## config.mk

```make
export PLATFORM = sky130hd
export DESIGN_NAME = obuf_tctrl_seq
export DESIGN_NICKNAME = d
export VERILOG_FILES = /design/src/rtl/obuf_tctrl_seq.sv
export SDC_FILE = /design/constraint.sdc
export NUM_CORES = 1
export LEC_CHECK = 0
export CAP_MARGIN = 20
export CORE_AREA = 3 3 54 56
export CTS_CLUSTER_DIAMETER = 60
export DETAILED_ROUTE_END_ITERATION = 7
export DIE_AREA = 0 0 57 59
export HOLD_SLACK_MARGIN = 0.12
export PLACE_DENSITY_LB_ADDON = 0.15
export SETUP_SLACK_MARGIN = 0.15
export SLEW_MARGIN = 25
export SYNTH_ARGS = -nofsm -noshare
export SYNTH_HDL_FRONTEND = slang
export SYNTH_SLANG_ARGS = --single-unit
```

## constraint.sdc

```tcl
create_clock -name clk -period 2.2 [get_ports clk]
set_clock_uncertainty 0.1 [all_clocks]
set_input_delay 0.22 -clock clk [delete_from_list [all_inputs] [get_ports clk]]
set_output_delay 0.22 -clock clk [all_outputs]
set_load 0.1 [all_outputs]
```

## src/rtl/obuf_tctrl_seq.sv

```systemverilog
// Tristate sequencer for a bidirectional DDR pad group: preamble, data beats,
// postamble and a hi-Z turnaround guard, with the receiver gated off while driving.
module obuf_tctrl_seq #(
   parameter int    PREAMBLE        = 1,
   parameter int    POSTAMBLE       = 1,
   parameter int    GUARD           = 2,
   parameter int    BURST_W         = 4,
   parameter string USE_IBUFDISABLE = "TRUE"
) (
   input  logic               clk,
   input  logic               rst,
   input  logic               wr_req,
   input  logic [BURST_W-1:0] wr_len,
   output logic               wr_ack,
   output logic               busy,
   output logic               preamble,
   output logic               data_valid,
   output logic               t_out,
   output logic               ibufdisable,
   output logic               intermdisable
);

   localparam int CW = (BURST_W > 3) ? BURST_W : 3;
   localparam logic IBUF_EN = (USE_IBUFDISABLE == "TRUE");
   localparam logic [CW-1:0] PRE_LD  = CW'(PREAMBLE - 1);
   localparam logic [CW-1:0] POST_LD = CW'(POSTAMBLE - 1);
   localparam logic [CW-1:0] GRD_LD  = CW'(GUARD - 1);

   typedef enum logic [2:0] {
      S_IDLE,
      S_PRE,
      S_DATA,
      S_POST,
      S_GUARD
   } state_t;

   state_t             state_q, state_d;
   logic [CW-1:0]      cnt_q, cnt_d;
   logic [BURST_W-1:0] len_q, len_d;
   logic               ack_d;
   logic               drive_d;

   // Each state owns the down-counter from entry; the state advances when it hits 0.
   always_comb begin
      state_d = state_q;
      cnt_d   = cnt_q;
      len_d   = len_q;
      ack_d   = 1'b0;
      case (state_q)
         S_IDLE: begin
            if (wr_req) begin
               state_d = S_PRE;
               cnt_d   = PRE_LD;
               len_d   = wr_len;
               ack_d   = 1'b1;
            end
         end
         S_PRE: begin
            if (cnt_q == '0) begin
               state_d = S_DATA;
               cnt_d   = CW'(len_q);
            end else begin
               cnt_d = cnt_q - CW'(1);
            end
         end
         S_DATA: begin
            if (cnt_q != '0) begin
               cnt_d = cnt_q - CW'(1);
            end else if (wr_req) begin
               // Back-to-back burst: keep driving, no pre/postamble in between.
               cnt_d = CW'(wr_len);
               len_d = wr_len;
               ack_d = 1'b1;
            end else if (POSTAMBLE != 0) begin
               state_d = S_POST;
               cnt_d   = POST_LD;
            end else if (GUARD != 0) begin
               state_d = S_GUARD;
               cnt_d   = GRD_LD;
            end else begin
               state_d = S_IDLE;
               cnt_d   = '0;
            end
         end
         S_POST, S_GUARD: begin
            if (wr_req) begin
               state_d = S_PRE;
               cnt_d   = PRE_LD;
               len_d   = wr_len;
               ack_d   = 1'b1;
            end else if (cnt_q != '0) begin
               cnt_d = cnt_q - CW'(1);
            end else if (state_q == S_POST && GUARD != 0) begin
               state_d = S_GUARD;
               cnt_d   = GRD_LD;
            end else begin
               state_d = S_IDLE;
               cnt_d   = '0;
            end
         end
         default: begin
            state_d = S_IDLE;
            cnt_d   = '0;
         end
      endcase
      drive_d = (state_d == S_PRE) || (state_d == S_DATA) || (state_d == S_POST);
   end

   always_ff @(posedge clk or posedge rst) begin
      if (rst) begin
         state_q       <= S_IDLE;
         cnt_q         <= '0;
         len_q         <= '0;
         wr_ack        <= 1'b0;
         busy          <= 1'b0;
         preamble      <= 1'b0;
         data_valid    <= 1'b0;
         t_out         <= 1'b1;
         ibufdisable   <= 1'b0;
         intermdisable <= 1'b0;
      end else begin
         state_q       <= state_d;
         cnt_q         <= cnt_d;
         len_q         <= len_d;
         wr_ack        <= ack_d;
         busy          <= (state_d != S_IDLE);
         preamble      <= (state_d == S_PRE);
         data_valid    <= (state_d == S_DATA);
         t_out         <= ~drive_d;
         ibufdisable   <= IBUF_EN && (state_d != S_IDLE);
         intermdisable <= drive_d;
      end
   end

endmodule

```

# ---- Word-level counts from Yosys, hierarchy flattened
# Cells that the tools add are included.
dict set report totals {
  word_cells 52
  reg_bits 17
}
dict set report op_classes {
  n_reduce_logical 10
  n_eq_ne 9
  n_addsub 1
  muxes 22
  bitwise_logic 1
}
# cell n
set op_table {}
lappend op_table {{$mux W4} 8}
lappend op_table {{$mux W3} 7}
lappend op_table {{$pmux W4 S4} 1}
lappend op_table {{$eq A3 B2 Y1 const B} 4}
lappend op_table {{$pmux W3 S4} 1}
lappend op_table {{$pmux W4 S2} 1}
lappend op_table {{$eq A3 B1 Y1 const B} 2}
lappend op_table {{$logic_not A4 Y1} 1}
lappend op_table {{$ne A2 B2 Y1 const B} 2}
lappend op_table {{$reduce_bool A4 Y1} 1}
lappend op_table {{$sub A4 B1 Y4 const B} 1}
lappend op_table {{$eq A3 B3 Y1 const B} 1}
lappend op_table {{$logic_not A3 Y1} 1}
lappend op_table {{$mux W1} 3}
lappend op_table {{$reduce_bool A3 Y1} 1}
lappend op_table {{$reduce_or A3 Y1} 1}
lappend op_table {{$logic_or A1 B1 Y1} 2}
lappend op_table {{$pmux W1 S2} 1}
lappend op_table {{$reduce_and A2 Y1} 1}
lappend op_table {{$reduce_bool A2 Y1} 1}
lappend op_table {{$reduce_or A2 Y1} 1}
lappend op_table {{$not A1 Y1} 1}

# ---- Longest topological paths before layout
dict set report depth {
  depth_word 9
  mapped_depth 7
  mapped_depth_nobuf 6
}

# ---- Worst setup path after synthesis
# No wires, ideal clock.
dict set report synth_timing {
  path_kind {register to register}
  startpoint {register cnt_q[0]}
  endpoint {register len_q[0]}
  path_slack_ns 0.356
  arrival_time_ns 1.617
  stages_incl_launch_ff 7
  n_path_buf 0
  path_cell_list {dfrtp_1 > inv_1 > ha_1 > nor3b_4 > o21ai_2 > a21oi_4 > mux2_1}
}
dict set report synth_via {
  elab_chain_len 3
}
# item line
set synth_lines {}
lappend synth_lines {{start: declaration} 38} ;# logic [CW-1:0] cnt_q, cnt_d;
lappend synth_lines {{start signal: assignment} 123} ;# cnt_q <= cnt_d;
lappend synth_lines {{$reduce_bool A4 Y1} 67} ;# if (cnt_q != '0) begin
lappend synth_lines {{$ne A2 B2 Y1 (no source line)} --}
lappend synth_lines {{$reduce_and A2 Y1 (no source line)} --}
lappend synth_lines {{end signal: assignment} 124} ;# len_q <= len_d;
lappend synth_lines {{end: declaration} 39} ;# logic [BURST_W-1:0] len_q, len_d;
# No other way between the ends.
# A chain may end at the register's enable or synchronous reset.

# ---- Worst setup path in the final report
dict set report layout_timing {
  startpoint {register cnt_q[0]}
  endpoint {register len_q[1]}
}
# The elaborated chain is that of the path after synthesis.

==> summary.md <==
| Metric | Value |
|---|---|
| Avg Inst Size Synth | around 11 um^2 |
| Clock Path Buffers | 2 |
| Crit share post-route | 87.2% |
| Critical Path Start | cnt_q[0] |
| Final WL | 1900 um |
| Syn Nets | 99 |
| Peak Freq | roughly 520 MHz |
| CP Class | reg -> reg |
| Min-Delay Path Class | in -> async |
| Routed wl met2 | between 800 and 900 um |
| Vias in the first global route | 657 |
| Most frequent cell after synthesis | dfrtp_1 |
| Port Buffer Count | 13 |
| GRT overflow | 0 |
| Die Span X | around 57 um |
| Register area share after synthesis | between 40% and 50% |
| Syn Std Cell Area | about 990 um^2 |
| Placed Cells | about 130 |
| Antenna violations before repair | 0 |
| Vias per std cell | between 5 and 6 |
| Status | completed |
| Initial Util | roughly 40% |
| Largest area contributor in the netlist | dfrtp_1 |
| Fin crit period | approximately 1.9 ns |
| Metal3 WL | 115 um |
| Hpwl dp | between 1000 and 1500 um |
| Synth warn | 0 |
| Antenna Nets Post-Route | 0 |
| Metal-1 WL | 924 um |
| Placed Area | about 0.0011 mm^2 |
| Count of cell types in the netlist | between 40 and 50 |
| Row Count | 18 |
| Top cells by count, synth | dfrtp_1, inv_1, a31oi_1, mux2_1, o21ai_1 |
| Data arrival time of the worst path | between 1.5 and 2 ns |
| GPL Wtd Cong | between 0.8 and 0.9 |
| Fin. Hold Viols | 0 |
| Ys flop type | dfrtp_1 |
| Area growth from synthesis to layout | 13.7% |
| IO Count | 14 |
| H-tree Lvls | 1 |
| Setup TNS | 0 ns |
| CP Max Fanout | 6 |
| CTS Root Cell | clkbuf_4 |
| Number of buffers created by CTS | 3 |
| Nets | 111 |
| Mapped Cells | 90 |
| Synth async-reset ratio | 100% |
| Clock Pin Slew Worst Setup and Hold Paths | 0.10 ns |
| Post-synth EDFFs | 0 |
| Via count | ~740 |
| RSZ-0062 raised after global routing | false |
| Die area | between 0.003 and 0.004 mm^2 |
| Wire per inst | ~15 um |
| Actual slew at the worst max-slew pin | 0.634 ns |
| Final Max Slew Viols | 0 |
| DR DRC count | 0 |
| Largest net degree at the start of global routing | 18 |
| Worst skew pair latency | about 0.29 ns |
| Synth Register Bits | 17 |
| Fin cells | around 130 |
| First-pass GRT wire length | approximately 3200 um |
| Synth area leaders | dfrtp_1, mux2_1, buf_6 |
| Core ar. | about 0.0025 mm^2 |
| Share of cells above drive strength 1 | 22.8% |
| Detailed Routing Iterations Pass 1 | 5 |
| Final Cell Area | roughly 0.0011 mm^2 |
| Crit path capture type | flip-flop |
| TritonCTS clock tree | yes |
| Die height | ~59 um |
| Top sig layer | met4 |
| Fill count | around 240 |
| GR Util All Layers | roughly an eighth |
| Drt initial violations | 26 |
| Max_cap viols | 0 |
| Slew margin rel. | between 50% and 60% |
| Clk sink count | 17 |
| Reg2Reg Launch Point | cnt_q[0] |
| Worst setup SP type | flip-flop |
| Setup violations, final | 0 |
| ANT cells | 0 |
| Critical Path RT | approximately 2.3 ns |
| Post-synth top area share | about two fifths |
-- flip-flops by register name (all words and copies together) (netlist names) --
name           flops
wr_ack             1
preamble           1
intermdisable      1
t_out              1
len_q              4
ibufdisable        1
data_valid         1
state_q            3
cnt_q              4
-- cell type report --
type | instances | area (um^2) | share of cell area (%)
inverter | 6 | 22.5 | 2.00
timing repair buffer | 15 | 128 | 11.4
sequential | 17 | 428 | 38.1
multi-input combinational | 59 | 482 | 42.9
tap | 30 | 37.5 | 3.34
clock buffer | 4 | 26.3 | 2.34
-- kinds of logic (layout without fill, tap and decap cells) --
| logic type | Yosys count | count (layout) | share of synthesized area (%) |
|---|---|---|---|
| AOI/OAI and AO/OA | 26 | 26 | 20.0 |
| xor gates and xnor gates | 2 | 2 | 1.77 |
| adders and majority gates | 2 | 2 | 2.53 |
| buffers and inverters | 14 | 25 | 8.35 |
| DFF | 17 | 17 | 43.2 |
| muxes | 4 | 4 | 4.56 |
| and+or+nand+nor | 25 | 25 | 19.6 |
-- metrics by stage --
step	hold WS (ns)	util (%)	setup slack, ns
after floorplan	0.0453	-	0.356
after global placement	0.376	43.8	0.119
after detailed placement	0.379	43.8	0.135
after CTS	0.234	45.2	0.203
after global routing	0.257	45.4	0.175
final	0.201	45.4	0.282
-- per-layer routing --
layer / vias to the layer above / track usage (%)
met5: - / 0
li1: 360 / -
met4: 0 / 6.62
met1: 357 / 18.2
met2: 23 / 17.5
met3: 2 / 3.27
-- repair_timing --
action	in CTS	in global routing
gates cloned	0	0
setup endpoints to repair	4	4
hold buffers	0	0
setup buffers	1	0
resized for setup	0	2
-- final timing paths --
check | end | slack [ns] | cells after the start
setup / recovery | len_q[1] | 0.28 | 6
hold / removal | cnt_q[0] | 0.20 | 2
setup reg to reg | len_q[1] | 0.28 | 6
hold reg to reg | len_q[0] | 0.40 | 1
max in group asynchronous | cnt_q[0] | 1.36 | 2
min in group clk | len_q[0] | 0.40 | 1
-- cell usage in the layout (no fill, tap or decap), types with 2 or more instances in the layout --
master	synthesis	layout
a21oi_1	3	3
a22oi_1	3	3
a31oi_1	4	4
and4bb_2	2	2
buf_4	1	9
clkbuf_4	0	3
clkdlybuf4s50_1	0	6
dfrtp_1	16	15
ha_1	2	2
inv_1	6	6
mux2_1	4	4
nand3_1	2	2
nor2_1	3	3
nor2b_1	2	2
nor3_1	2	2
nor4_1	3	3
nor4b_1	2	2
o21ai_1	4	4
o22ai_1	2	2
-- worst max-delay path, stage by stage, from the launching register on --
cell	delay [ns]
dfrtp_2	0.46
inv_1	0.09
ha_1	0.23
nor3b_4	0.26
o21ai_2	0.10
a21oi_4	0.22
mux2_1	0.34
Power is not shown: default switching activity piles up to over one toggle a cycle in this logic, so the estimate is an artifact.
